## src/rtl/cpu_pkg.sv

```systemverilog
// Shared CPU definitions: controller states, opcodes, ALU codes, instruction classes.
// Latency: n/a (types and constants only).
// Backpressure: n/a.
package cpu_pkg;

  typedef enum logic [3:0] {
    S_RESET = 4'd0,
    S_T0    = 4'd1,
    S_T1    = 4'd2,
    S_T2    = 4'd3,
    S_T3    = 4'd4,
    S_T4    = 4'd5,
    S_T5    = 4'd6,
    S_T6    = 4'd7,
    S_T7    = 4'd8,
    S_HALT  = 4'd9
  } state_t;

  localparam logic [4:0] OP_LD   = 5'b00000;
  localparam logic [4:0] OP_LDI  = 5'b00001;
  localparam logic [4:0] OP_ST   = 5'b00010;
  localparam logic [4:0] OP_ADD  = 5'b00011;
  localparam logic [4:0] OP_SUB  = 5'b00100;
  localparam logic [4:0] OP_AND  = 5'b00101;
  localparam logic [4:0] OP_OR   = 5'b00110;
  localparam logic [4:0] OP_ADDI = 5'b01100;
  localparam logic [4:0] OP_BR   = 5'b10010;
  localparam logic [4:0] OP_JR   = 5'b10011;
  localparam logic [4:0] OP_JAL  = 5'b10100;
  localparam logic [4:0] OP_IN   = 5'b10101;
  localparam logic [4:0] OP_OUT  = 5'b10110;
  localparam logic [4:0] OP_MFHI = 5'b10111;
  localparam logic [4:0] OP_MFLO = 5'b11000;
  localparam logic [4:0] OP_NOP  = 5'b11001;
  localparam logic [4:0] OP_HALT = 5'b11010;

  localparam logic [4:0] ALU_ADD = 5'b00011;
  localparam logic [4:0] ALU_SUB = 5'b00100;
  localparam logic [4:0] ALU_AND = 5'b00101;
  localparam logic [4:0] ALU_OR  = 5'b00110;

  typedef enum logic [3:0] {
    C_NOP, C_ALU, C_ADDI, C_LDI, C_LD, C_ST, C_BR,
    C_JR, C_JAL, C_IN, C_OUT, C_MFHI, C_MFLO, C_HALT
  } iclass_t;

  typedef struct packed {
    logic       run;
    logic       pc_out, pc_in, pc_inc;
    logic       mar_in, mdr_in, mdr_out, read, write;
    logic       ir_in, y_in, z_in, zhi_out, zlo_out;
    logic       hi_in, hi_out, lo_in, lo_out;
    logic       gra, grb, grc, r_in, r_out, ba_out, c_out;
    logic       con_in, out_portin, in_portout;
    logic [4:0] alu;
  } ctrl_t;

  // Final execute step of each class; the step after it is T0 (or HALT on Stop).
  function automatic state_t last_step(input iclass_t c);
    case (c)
      C_JAL:                 last_step = S_T4;
      C_ALU, C_ADDI, C_LDI:  last_step = S_T5;
      C_BR:                  last_step = S_T6;
      C_LD, C_ST:            last_step = S_T7;
      default:               last_step = S_T3;
    endcase
  endfunction

endpackage

```

## src/rtl/cu_decode.sv

```systemverilog
// Maps the 5-bit opcode to an instruction class; unknown codes become nop.
// Latency: combinational.
// Backpressure: none.
module cu_decode
  import cpu_pkg::*;
(
  input  logic [4:0] opcode,
  output iclass_t    iclass
);

  always_comb begin
    case (opcode)
      OP_ADD, OP_SUB, OP_AND, OP_OR: iclass = C_ALU;
      OP_ADDI:                       iclass = C_ADDI;
      OP_LDI:                        iclass = C_LDI;
      OP_LD:                         iclass = C_LD;
      OP_ST:                         iclass = C_ST;
      OP_BR:                         iclass = C_BR;
      OP_JR:                         iclass = C_JR;
      OP_JAL:                        iclass = C_JAL;
      OP_IN:                         iclass = C_IN;
      OP_OUT:                        iclass = C_OUT;
      OP_MFHI:                       iclass = C_MFHI;
      OP_MFLO:                       iclass = C_MFLO;
      OP_HALT:                       iclass = C_HALT;
      default:                       iclass = C_NOP;
    endcase
  end

endmodule

```

## src/rtl/control_unit.sv

```systemverilog
// Moore microcode sequencer: fetch T0-T2, class-specific execute T3-T7, RESET/HALT idle states.
// Latency: one step per clock; 4 to 8 clocks per instruction depending on class.
// Backpressure: none; Stop is honoured only on an instruction's final step.
module control_unit
  import cpu_pkg::*;
(
  input  logic        Clock,
  input  logic        GlobalReset,
  input  logic [31:0] IR,
  input  logic        CONout,
  input  logic        Stop,
  output logic        Run,
  output logic        PCout, PCin, PCinc,
  output logic        MARin, MDRin, MDRout, Read, write,
  output logic        IRin, Yin, Zin, Zhiout, Zloout,
  output logic        HIin, HIout, LOin, LOout,
  output logic        Gra, Grb, Grc, Rin, Rout, BAout, Cout,
  output logic        CONin, OUT_portin, IN_portout,
  output logic [4:0]  ALUControl
);

  state_t  state_q, state_d;
  iclass_t iclass;
  ctrl_t   c;
  logic    ir_unused;

  assign ir_unused = ^IR[26:0];

  cu_decode u_decode (
    .opcode (IR[31:27]),
    .iclass (iclass)
  );

  always_ff @(posedge Clock) begin
    if (GlobalReset) state_q <= S_RESET;
    else             state_q <= state_d;
  end

  always_comb begin
    state_d = state_q;
    case (state_q)
      S_RESET: state_d = S_T0;
      S_T0:    state_d = S_T1;
      S_T1:    state_d = S_T2;
      S_T2:    state_d = S_T3;
      S_T3, S_T4, S_T5, S_T6, S_T7: begin
        if (state_q == S_T3 && iclass == C_HALT)
          state_d = S_HALT;
        else if (state_q >= last_step(iclass))
          state_d = Stop ? S_HALT : S_T0;
        else
          state_d = state_t'(state_q + 4'd1);
      end
      S_HALT:  state_d = S_HALT;
      default: state_d = S_RESET;
    endcase
  end

  always_comb begin
    c     = '0;
    c.run = (state_q != S_RESET) && (state_q != S_HALT);
    case (state_q)
      S_T0: begin c.pc_out = 1'b1; c.mar_in = 1'b1; c.pc_inc = 1'b1; end
      S_T1: begin c.read = 1'b1; c.mdr_in = 1'b1; end
      S_T2: begin c.mdr_out = 1'b1; c.ir_in = 1'b1; end
      S_T3: begin
        case (iclass)
          C_ALU, C_ADDI:     begin c.grb = 1'b1; c.r_out = 1'b1; c.y_in = 1'b1; end
          C_LDI, C_LD, C_ST: begin c.grb = 1'b1; c.ba_out = 1'b1; c.y_in = 1'b1; end
          C_BR:   begin c.gra = 1'b1; c.r_out = 1'b1; c.con_in = 1'b1; end
          C_JR:   begin c.gra = 1'b1; c.r_out = 1'b1; c.pc_in = 1'b1; end
          C_JAL:  begin c.pc_out = 1'b1; c.grb = 1'b1; c.r_in = 1'b1; end
          C_IN:   begin c.in_portout = 1'b1; c.gra = 1'b1; c.r_in = 1'b1; end
          C_OUT:  begin c.gra = 1'b1; c.r_out = 1'b1; c.out_portin = 1'b1; end
          C_MFHI: begin c.hi_out = 1'b1; c.gra = 1'b1; c.r_in = 1'b1; end
          C_MFLO: begin c.lo_out = 1'b1; c.gra = 1'b1; c.r_in = 1'b1; end
          default: ;
        endcase
      end
      S_T4: begin
        case (iclass)
          // For register ALU ops the opcode doubles as the ALU operation code.
          C_ALU: begin c.grc = 1'b1; c.r_out = 1'b1; c.z_in = 1'b1; c.alu = IR[31:27]; end
          C_ADDI, C_LDI, C_LD, C_ST: begin c.c_out = 1'b1; c.z_in = 1'b1; c.alu = ALU_ADD; end
          C_BR:  begin c.pc_out = 1'b1; c.y_in = 1'b1; end
          C_JAL: begin c.gra = 1'b1; c.r_out = 1'b1; c.pc_in = 1'b1; end
          default: ;
        endcase
      end
      S_T5: begin
        case (iclass)
          C_ALU, C_ADDI, C_LDI: begin c.zlo_out = 1'b1; c.gra = 1'b1; c.r_in = 1'b1; end
          C_LD, C_ST: begin c.zlo_out = 1'b1; c.mar_in = 1'b1; end
          C_BR:       begin c.c_out = 1'b1; c.z_in = 1'b1; c.alu = ALU_ADD; end
          default: ;
        endcase
      end
      S_T6: begin
        case (iclass)
          C_LD: begin c.read = 1'b1; c.mdr_in = 1'b1; end
          C_ST: begin c.gra = 1'b1; c.r_out = 1'b1; c.mdr_in = 1'b1; end
          C_BR: begin c.zlo_out = CONout; c.pc_in = CONout; end
          default: ;
        endcase
      end
      S_T7: begin
        case (iclass)
          C_LD: begin c.mdr_out = 1'b1; c.gra = 1'b1; c.r_in = 1'b1; end
          C_ST: c.write = 1'b1;
          default: ;
        endcase
      end
      default: ;
    endcase
  end

  assign Run        = c.run;
  assign PCout      = c.pc_out;
  assign PCin       = c.pc_in;
  assign PCinc      = c.pc_inc;
  assign MARin      = c.mar_in;
  assign MDRin      = c.mdr_in;
  assign MDRout     = c.mdr_out;
  assign Read       = c.read;
  assign write      = c.write;
  assign IRin       = c.ir_in;
  assign Yin        = c.y_in;
  assign Zin        = c.z_in;
  assign Zhiout     = c.zhi_out;
  assign Zloout     = c.zlo_out;
  assign HIin       = c.hi_in;
  assign HIout      = c.hi_out;
  assign LOin       = c.lo_in;
  assign LOout      = c.lo_out;
  assign Gra        = c.gra;
  assign Grb        = c.grb;
  assign Grc        = c.grc;
  assign Rin        = c.r_in;
  assign Rout       = c.r_out;
  assign BAout      = c.ba_out;
  assign Cout       = c.c_out;
  assign CONin      = c.con_in;
  assign OUT_portin = c.out_portin;
  assign IN_portout = c.in_portout;
  assign ALUControl = c.alu;

endmodule

```

## config.mk

```make
export PLATFORM = sky130hd
export DESIGN_NAME = control_unit
export DESIGN_NICKNAME = d
export VERILOG_FILES = /design/src/rtl/cpu_pkg.sv /design/src/rtl/cu_decode.sv /design/src/rtl/control_unit.sv
export SDC_FILE = /design/constraint.sdc
export NUM_CORES = 1
export LEC_CHECK = 0
export BUFFER_PORTS_ARGS = -buffer_cell sky130_fd_sc_hd__buf_2
export CAP_MARGIN = 20
export CORE_MARGIN = 2
export CORE_UTILIZATION = 40
export DETAILED_ROUTE_END_ITERATION = 8
export PLACE_DENSITY = 0.76
export SYNTH_ARGS = -nofsm -noshare
export SYNTH_HDL_FRONTEND = slang
export SYNTH_SLANG_ARGS = --single-unit
```

## constraint.sdc

```tcl
create_clock -name Clock -period 2.28 [get_ports Clock]
set_clock_uncertainty 0.05 [all_clocks]
set_input_delay 0.228 -clock Clock [delete_from_list [all_inputs] [get_ports Clock]]
set_output_delay 0.228 -clock Clock [all_outputs]
set_load 0.02 [all_outputs]
```

# Word-level counts from Yosys, hierarchy flattened
# Memories as Yosys holds them, arrays and structs flattened.
# Cells that the tools add are included.
totals:
  regBits: 4
  n_memories: 1
  mem_bits_ro: 128
  out_inout_bits: 33
classes:
  add_sub_neg: 1
  eq_ne: 23
  magnitude_cmp: 1
  reduce_logical: 15
  mux: 53
memory_table:
  columns: ["name", "words", "width", "rd", "rd_ports_with_merged_regs", "wr", "line", "text"]
  rows:
  - ["(name not given)", 32, 4, 1, 0, 0, "cu_decode.sv:12", "case (opcode)"]
ops:
  columns: ["op", "n"]
  rows:
  - ["$eq 4x3->1 const B", 8]
  - ["$eq 4x4->1 const B", 8]
  - ["$mux 1", 29]
  - ["$pmux 4 s6", 1]
  - ["$mux 4", 5]
  - ["$pmux 5 s2", 2]
  - ["$eq 4x2->1 const B", 4]
  - ["$pmux 1 s2", 8]
  - ["$pmux 4 s4", 1]
  - ["$reduce_or 5->1", 3]
  - ["$pmux 1 s3", 4]
  - ["$reduce_or 6->1", 2]
  - ["$eq 4x1->1 const B", 2]
  - ["$reduce_or 4->1", 2]
  - ["$reduce_or 3->1", 2]
  - ["$pmux 1 s5", 1]
  - ["$add 4x1->4 const B", 1]
  - ["$ge 4x4->1", 1]
  - ["$logic_not 4->1", 1]
  - ["$ne 4x4->1 const B", 1]
  - ["$reduce_bool 4->1", 1]
  - ["$reduce_or 2->1", 2]
  - ["$mux 3", 1]
  - ["$logic_and 1x1->1", 2]
  - ["$mux 2", 1]

# Longest topological paths before layout
# Gate-level depths: netlist of the first run.
# An unclocked memory read counts as a cell.
logic_depth:
  depth_word: 10
  depth_mapped: 10
  ltp_nobuf: 8

# By module
# Synthesis of the first run repeated with hierarchy kept, for this count alone.
unflattened:
  cells_unflattened: 178
  hier_area_um2: 1208.7
by_module_without_submodules:
  columns: ["mod", "cells_each", "seq_area_each_um2", "n_inst", "area_each_um2"]
  rows:
  - ["control_unit", 159, 80.1, 1, 1076.0]
  - ["cu_decode", 19, 0.0, 1, 132.6]

# Worst setup path after synthesis of the first run
# OpenSTA, ideal clock, no wires.
synth_timing:
  path_kind: "input to register"
  from: "input IR[27]"
  to: "register state_q[0]"
  t_required_ns: 2.110
  cell_stages: 9
  setup_slack_ns: 0.137
  arrival_ns: 1.974
  cell_sequence: "buf_2 > and2b_1 > nand3_1 > nand2_1 > ha_1 > nand2b_4 > a2111oi_4 > o21ai_1 > o31a_1"
synth_via:
  elab_chain_len: 10
synth_lines:
  columns: ["element", "line", "text"]
  rows:
  - ["start: declaration", "control_unit.sv:9", "input logic [31:0] IR,"]
  - ["$mem_v2 32x4 *", null, null]
  - ["$eq 4x1->1 (tied with other cells)", "cpu_pkg.sv:60", "case (c)"]
  - ["$reduce_or 3->1 or $reduce_or 2->1 (tied branches)", null, null]
  - ["$pmux 4 s4", "cpu_pkg.sv:60", null]
  - ["$mux 4", "control_unit.sv:47", "if (state_q == S_T3 && iclass == C_HALT)"]
  - ["$mux 4", "control_unit.sv:41", "case (state_q)"]
  - ["$ge 4x4->1", "control_unit.sv:49", "else if (state_q >= last_step(iclass))"]
  - ["$mux 4", "control_unit.sv:49", null]
  - ["$mux 4 *", "control_unit.sv:47", null]
  - ["$pmux 4 s6 *", "control_unit.sv:41", null]
  - ["end signal: assignment", "control_unit.sv:36", "else state_q <= state_d;"]
  - ["end: declaration", "control_unit.sv:22", "state_t state_q, state_d;"]
# Every way passes the cells marked *; elsewhere a longest branch is shown, timed or not. The select of a mux whose other input is x is not followed.
# A chain may end at the register's enable or synchronous reset.

# Worst setup path after layout of the first run
layout_timing:
  from: "register state_q[2]"
  to: "output ALUControl[2]"
layout_via:
  elab_chain_len: 2
layout_lines:
  columns: ["element", "line", "text"]
  rows:
  - ["$eq 4x3->1", "control_unit.sv:62", "case (state_q)"]
  - ["$pmux 5 s2 *", "control_unit.sv:62", null]
  - ["end: declaration", "control_unit.sv:19", "output logic [4:0] ALUControl"]
# Every way passes the cells marked *; elsewhere a longest branch is shown, timed or not.

==> results of run 1 <==
## area by class of cell
class / instances / share of cell area (%)
Multi-Input combinational cell: 140 / 63.49
Clock buffer: 3 / 1.504
Sequential cell: 4 / 5.347
Tap cell: 31 / 2.590
Timing Repair Buffer: 62 / 25.06
Inverter: 8 / 2.005
## final timing paths
kind / to / startpoint
hold / removal: state_q[2] / GlobalReset
setup / recovery: ALUControl[2] / state_q[2]
hold reg to reg: state_q[0] / state_q[0]
setup reg to reg: state_q[2] / state_q[0]
## power breakdown
| group | switching, W | internal, W |
|---|---|---|
| sequential | 0.0000270 | 0.0000903 |
| combinational | 0.000427 | 0.000286 |
| clock | 0.0000281 | 0.0000588 |
| total | 0.000482 | 0.000435 |
## cell usage after synthesis (2+ instances only)
library cell,number,area (um2)
nor3_1,7,35.03
nand2b_4,2,27.53
dfxtp_1,4,80.08
o22ai_1,4,25.02
o211ai_1,4,30.03
o21ai_1,7,35.03
nor2_1,16,60.06
and2_1,3,18.77
nand2b_1,3,18.77
o21a_1,5,37.54
o21ai_0,3,15.01
nand3_1,4,20.02
buf_2,10,50.05
a21o_1,3,22.52
a21oi_1,5,25.02
a31oi_1,6,37.54
buf_4,7,52.55
xnor2_1,3,26.28
nand4_1,2,12.51
nand3b_1,4,30.03
nor2b_1,6,37.54
o21bai_1,2,15.01
inv_1,7,26.28
nand2_1,10,37.54
and3_1,3,18.77
ha_1,8,100.1
## critical path, delay by kind of cell, from the launching register on
kind | cells | cell delay [ps]
buffers and inverters | 2 | 320
flip-flops | 1 | 480
AND/OR/NAND/NOR | 4 | 810
## routing by layer
| layer | vias to the layer above | part of all wire (%) | wire (um) |
|---|---|---|---|
| met5 | - | 0 | 0 |
| met4 | 0 | 1.1 | 36 |
| met3 | 6 | 7.2 | 245 |
| met2 | 76 | 43 | 1484 |
| met1 | 628 | 48 | 1655 |
| li1 | 703 | - | - |
## metrics by stage
stage,total power [W],cell area [um2],hold WS (ps)
2_1_floorplan,0.0006297,1165,250.1
3_3_place_gp,0.0007993,1473,400.9
3_5_place_dp,0.0008076,1473,406.3
4_1_cts,0.0009002,1495,156.6
5_1_grt,0.0009868,1498,176.1
6_report,0.0009164,1498,171.5
## cells by family (layout without fill, tap and decap cells)
| family | after synthesis | after routing |
|---|---|---|
| AOI/OAI and AO/OA | 51 | 51 |
| xor gates and xnor gates | 3 | 3 |
| adders and majority gates | 8 | 8 |
| buffers and inverters | 26 | 73 |
| DFF | 4 | 4 |
| muxes | 1 | 1 |
| other | 1 | 5 |
| and+or+nand+nor | 72 | 72 |
==> results by group, run 1 <==
Drt
  • Vias: ~1400
  • # DRC: 0
  • Detailed Routing Iterations Pass 1: 5
  • Initial drt markers: 56
  • Routed WL per cell: 13.79 um
  • Final wirelength: 3421 um
  • Routed vias/inst: between 5 and 6
  • Post-route ant nets: 0

Clock tree
  • Clock-pin slew on the worst setup and hold paths: about 30 ps
  • Postcts setup bufs: 0
  • H-tree depth: 1
  • Latest clock arrival within the worst-skew pair: between 200 and 250 ps
  • CTS Root Cell: clkbuf_4
  • # resized after CTS: 0
  • Inserted Clock Buffers: 3
  • # hold bufs at CTS: 0
  • Clock tree buffer depth: 2
  • CTS tree: built
  • Num Clock Sinks: 4

Min path
  • Hold Path Class: input port to flip-flop
  • Hold Path Stages: 2

Logic synthesis
  • Distinct cells, synth: 54
  • Top FF cell, synth: dfxtp_1
  • Post-synthesis sequential area ratio: 6.964%
  • Synth Area in Compound Gates: roughly a third
  • Post-synthesis async set-or-reset flop share: 0%
  • Largest family of logic cells by synthesized area: simple AND/OR/NAND/NOR gates
  • EDFF count, synth: 0
  • Syn_area_per_cell: between 6 and 7 um2
  • Simple-gate share of the synthesized area: ~36%
  • Mux cell area share after synthesis: 0.9793%
  • Post-Synth XOR/XNOR Area: roughly 2.3%
  • Syn Inst Count: 166
  • Synth Area in Adders: slightly below 9%
  • FF+latch count, synth: 4
  • Yosys warns: 0
  • Cell Area, Synth: 1150 um2

GRT
  • Most Crowded Layer GR: met2
  • Met1 Track Usage GR: 31.19%
  • Vias in the first global route: 1258
  • First-pass GRT wire length: between 5000 and 6000 um
  • Grt ovf: 0
  • GRT Resource Usage Total: between 20% and 30%
  • Met3 Use GR: 3.125%
  • GR Util met2: around a third
  • Initial antenna violation count: 0
  • Largest net degree at the start of global routing: 11

Die
  • Die area: about 3300 um2
  • Die Wd: approximately 58 um
  • Io pins: slightly below 70
  • Row count: 19
  • Initial Utilization: about 42%
  • Core Box Area: 2734 um2
  • Die span in y: approximately 58 um

STA
  • Unrepaired setup endpoints after global routing: false
  • Final Setup Violations: 0
  • Final Cycle Share: roughly 93%
  • Final worst path period need: around 2100 ps
  • Pins Over Slew Limit: 0
  • Final worst slack: roughly 170 ps
  • Final setup TNS: 0 ps
  • Final hold violations: 0
  • FMAX: between 0.4 and 0.5 GHz

Job
  • Max-cap violations: 0

Place
  • Setup Slack @ Placement: approximately 1.9 ps
  • Placer Congestion: ~0.9
  • Placed cell count: about 250
  • Hpwl dp: approximately 2700 um
  • PortBufs: 36

Final layout
  • Biggest regs: state_q (4)
  • Area Overhead vs Synth: 30.25%
  • Finished Layout Cells: 248
  • Filler cell count: about 280
  • Area of the multi-input gates: about 950 um2
  • Register Area: approximately 80 um2
  • Commonest non-fill, non-tap cell in the layout: buf_2
  • Max reg flops: 4
  • Share of cells above drive strength 1: between 30% and 40%
  • Final #Nets: around 260
  • Commonest cells after routing, fill and taps aside: buf_2 (36), buf_4 (26), nor2_1 (16)
  • Largest Register: state_q
  • Post-layout util: a little over half
  • Diodes inserted: 0

Critical path
  • Critical Path AT: around 1800 ps
  • Worst Path Max Fanout: 8
  • Worst r2r path cells: 6
  • Setup slack, reg-to-reg: around 210 ps
  • Worst-path cell chain: nor2b_1 > buf_4 > nand3b_1 > nor3_2 > and2_1 > buf_2
  • CP max-delay cell: dfxtp_1
  • Critical Path RT: about 2000 ps
  • Critical path type: flip-flop to output port
  • Slowest stage delay, CP: 480 ps
  • Critical Path Start Type: flip-flop
  • Crit. End Element: output port

Power
  • Leak pwr: ~0.73 nW
  • Worst vdd ir: approximately 0.00056 V
  • Pwr/cell area: roughly 610 nW/um2

Run status
  • Status: finished, final reports clean
Note: power is estimated with default switching activity, not from simulation.
==> inputs of run 2 (changes only) <==
- GPL_TIMING_DRIVEN: unset -> 0
- PLACE_DENSITY: 0.76 -> 0.75
- SYNTH_HIERARCHICAL: unset -> 1
==> run 2 against run 1 <==
Compared with the run above: the run now ends with DRC, setup timing left; synthesized area rose by 5.1%; total power is 18% higher; via count up 9.7%; synthesized cell count rose by 7.2%; maximum frequency fell by 9.5%; largest cell class unchanged; critical path depth rose by 8; sequential power rose by 5%; worst setup slack got worse by 220 ps; count of clock-buffer cells in the layout unchanged; register-to-register slack improved by 160 ps; largest power group unchanged; final cell count up 9.3%; utilization up 15 points.
==> results by group, run 2 <==
Final layout
  • Biggest regs: state_q (4) (unchanged)
  • Diodes inserted: 0 (unchanged)
  • Area Overhead vs Synth: 61.18% (was 30.25%)
  • Largest Register: state_q (unchanged)
  • Final #Nets: 286 (was 263)
  • Max reg flops: 4 (unchanged)
  • Finished Layout Cells: 271 (was 248)
  • Share of cells above drive strength 1: 52.50% (was 35.48%)
  • Commonest non-fill, non-tap cell in the layout: buf_2 (unchanged)
  • Filler cell count: 241 (was 282)
  • Commonest cells after routing, fill and taps aside: buf_2 (30), buf_4 (28), nor2_1 (19) (was buf_2 (36), buf_4 (26), nor2_1 (16))

Drt
  • Vias: 1550 (was 1413)
  • Initial drt markers: 135 (was 56)
  • Detailed Routing Iterations Pass 1: 6 (was 5)
  • Routed WL per cell: 15.61 um (was 13.79 um)
  • Post-route ant nets: 0 (unchanged)
  • Final wirelength: 4231 um (was 3421 um)
  • Routed vias/inst: 5.720 (was 5.698)
  • # DRC: 6 (was 0)

STA
  • Final worst slack: -53.27 ps (was 168.6 ps)
  • Final Cycle Share: 102.3% (was 92.61%)
  • Final setup TNS: -113.6 ps (was 0 ps)
  • Measured slew at the worst slew-check pin: around 510 ps
  • Final hold violations: 0 (unchanged)
  • Hold_ws: 120.3 ps (was 171.5 ps)
  • Final worst path period need: 2333 ps (was 2111 ps)
  • Final Setup Violations: 4 (was 0)
  • Unrepaired setup endpoints after global routing: true (was false)
  • Pins Over Slew Limit: 0 (unchanged)
  • Slew headroom: about two thirds
  • FMAX: 0.4286 GHz (was 0.4736 GHz)

Critical path
  • Worst r2r path cells: 7 (was 6)
  • Critical Path RT: 2350 ps (was 2000 ps)
  • Crit. End Element: flip-flop (was output port)
  • RR Endpoint: state_q[0] (was state_q[2])
  • Critical Path Start Type: input port (was flip-flop)
  • FF-to-FF Start: state_q[0] (unchanged)
  • Critical Path AT: 2400 ps (was 1830 ps)
  • Critical path type: input port to flip-flop (was flip-flop to output port)
  • Worst Path Max Fanout: 6 (was 8)
  • Setup slack, reg-to-reg: 370 ps (was 210 ps)

Place
  • Placed cell count: 249 (was 245)
  • Hpwl dp: 2524 um (was 2713 um)
  • Setup Slack @ Placement: -463.0 ps (was 1.871 ps)
  • Placer Congestion: 0.9217 (was 0.8913)
  • PortBufs: 38 (was 36)

Die
  • Initial Utilization: 43.09% (was 42.06%)
  • Row count: 19 (unchanged)
  • Die Wd: 58.97 um (was 57.62 um)
  • Die span in y: 58.97 um (was 57.62 um)
  • Die area: 3477 um2 (was 3319 um2)
  • Io pins: 69 (unchanged)
  • Core Box Area: 2805 um2 (was 2734 um2)

GRT
  • Met1 Track Usage GR: 29.28% (was 31.19%)
  • Largest net degree at the start of global routing: 11 (unchanged)
  • Vias in the first global route: 1233 (was 1258)
  • Initial antenna violation count: 0 (unchanged)
  • First-pass GRT wire length: 5658 um (was 5582 um)
  • GRT Resource Usage Total: 20.66% (was 21.07%)
  • Grt ovf: 0 (unchanged)
  • Met3 Use GR: 0.8734% (was 3.125%)
  • GR Util met2: 34.13% (was 31.98%)
  • Most Crowded Layer GR: met2 (unchanged)

Logic synthesis
  • Cell Area, Synth: 1209 um2 (was 1150 um2)
  • FF+latch count, synth: 4 (unchanged)
  • Top FF cell, synth: dfxtp_1 (unchanged)
  • Top post-synthesis cells by area: ha_1 (8.3%), dfxtp_1 (6.6%), nor2_1 (6.5%) (was ha_1 (8.7%), dfxtp_1 (7.0%), nor2_1 (5.2%))
  • Yosys warns: 6 (was 0)
  • Distinct cells, synth: 58 (was 54)
  • Post-synthesis async set-or-reset flop share: 0% (unchanged)
  • Synth top area share: 8.282% (was 8.705%)
  • Post-synthesis sequential area ratio: 6.625% (was 6.964%)
  • Post-synth top area cell: ha_1 (unchanged)
  • Count leader, synth: nor2_1 (unchanged)
  • EDFF count, synth: 0 (unchanged)
  • Syn Inst Count: 178 (was 166)
  • Post-synth top cells: nor2_1 (21), nand2_1 (11), o21ai_0 (10) (was nor2_1 (16), buf_2 (10), nand2_1 (10))
  • Syn_area_per_cell: 6.790 um2 (was 6.927 um2)

Job
  • Max-cap violations: 0 (unchanged)

Min path
  • Hold Path Stages: 2 (unchanged)
  • Endpoint, Worst Hold: state_q[2] (unchanged)
  • Hold_sp: GlobalReset (unchanged)
  • Hold Path Class: input port to flip-flop (unchanged)

Clock tree
  • Inserted Clock Buffers: 3 (unchanged)
  • CTS tree: built (unchanged)
  • Latest clock arrival within the worst-skew pair: 240 ps (about the same)
  • Clock tree buffer depth: 2 (unchanged)
  • Clock-pin slew on the worst setup and hold paths: 40 ps (was 30 ps)
  • CTS Root Cell: clkbuf_4 (unchanged)
  • H-tree depth: 1 (unchanged)
  • Num Clock Sinks: 4 (unchanged)
  • # hold bufs at CTS: 0 (unchanged)

Run status
  • Failing checks: DRC, setup timing
  • Status: finished with violations (was finished, final reports clean)

Power
  • Pwr/cell area: 557.3 nW/um2 (was 611.9 nW/um2)
  • Worst vdd ir: 0.0004767 V (was 0.0005593 V)
  • Leak pwr: 0.9297 nW (was 0.7293 nW)
## run 2: cell count changes after synthesis, moves of 4 or more
cell,before,now
a31oi_1,6,2
nand2b_1,3,8
o21ai_1,7,0
or3_1,1,5
a21oi_1,5,9
nor2_1,16,21
buf_4,7,3
o21ai_0,3,10
## run 2: layout make-up
type | count | area (um2) | share of cell area (%)
Sequential cell | 4 | 81.33 | 4.175
Timing Repair Buffer | 57 | 416.7 | 21.39
Buffer | 13 | 105.1 | 5.395
Tap cell | 31 | 38.79 | 1.991
Multi-Input combinational cell | 154 | 1250 | 64.16
Inverter | 9 | 33.78 | 1.734
Clock buffer | 3 | 22.52 | 1.156
## run 2: metrics by stage
step                      util (%)  instance area [um2]  total power (W)
final                        69.45                 1948         0.001086
after global routing         69.45                 1948         0.001169
after CTS                    59.28                 1663        0.0009413
after detailed placement     52.85                 1483        0.0007980
after global placement       52.85                 1483        0.0008017
after floorplan                  -                 1254        0.0006307
## run 2: cell families after synthesis
logic type / share of synthesized area, %
flops: 6.626
simple gates: 44.51
buf+inv: 9.316
compound gates: 26.09
other cells: 0.3103
xor+xnor: 1.450
mux: 3.416
fa+ha+maj: 8.282
## run 2: critical path, cell delays in order
cell and delay, ps:
buf_12 110, nor3b_4 180, a21oi_2 50, o31ai_2 300
buf_4 210, buf_8 120, nor2_2 40, a21oi_2 100
nor2_1 50, ha_1 290, nor2b_2 150, o21ai_2 110
a2111oi_4 370, nor3_2 80
## run 2: how the worst max path moves through the flow
stage                     startpoint         end  slack, ps
after global routing          IR[30]  state_q[0]       -150
after CTS                     IR[31]         Gra        -70
final                         IR[30]  state_q[0]        -50
after global placement        IR[31]  state_q[0]       -480
after floorplan               IR[29]  state_q[0]        -50
after detailed placement      IR[31]  state_q[0]       -460
## run 2: metal layers
| layer | up-vias | share of wire [%] |
|---|---|---|
| met5 | - | 0 |
| met4 | 0 | 1.5 |
| met3 | 7 | 5.9 |
| met2 | 68 | 52 |
| met1 | 714 | 40 |
| li1 | 761 | - |
## run 2: repair_timing
| item | in CTS | in global routing |
|---|---|---|
| gates resized for setup | 29 | 51 |
| setup endpoints to repair | 14 | 17 |
| buffers inserted | 7 | 12 |
| pin swaps | 10 | 19 |
| endpoints found under the hold margin | 0 | 0 |
## run 2: where the power goes
group	switching, W	internal, W
Sequential	0.0000319	0.0000908
Clock	0.0000294	0.0000589
Combinational	0.000509	0.000366
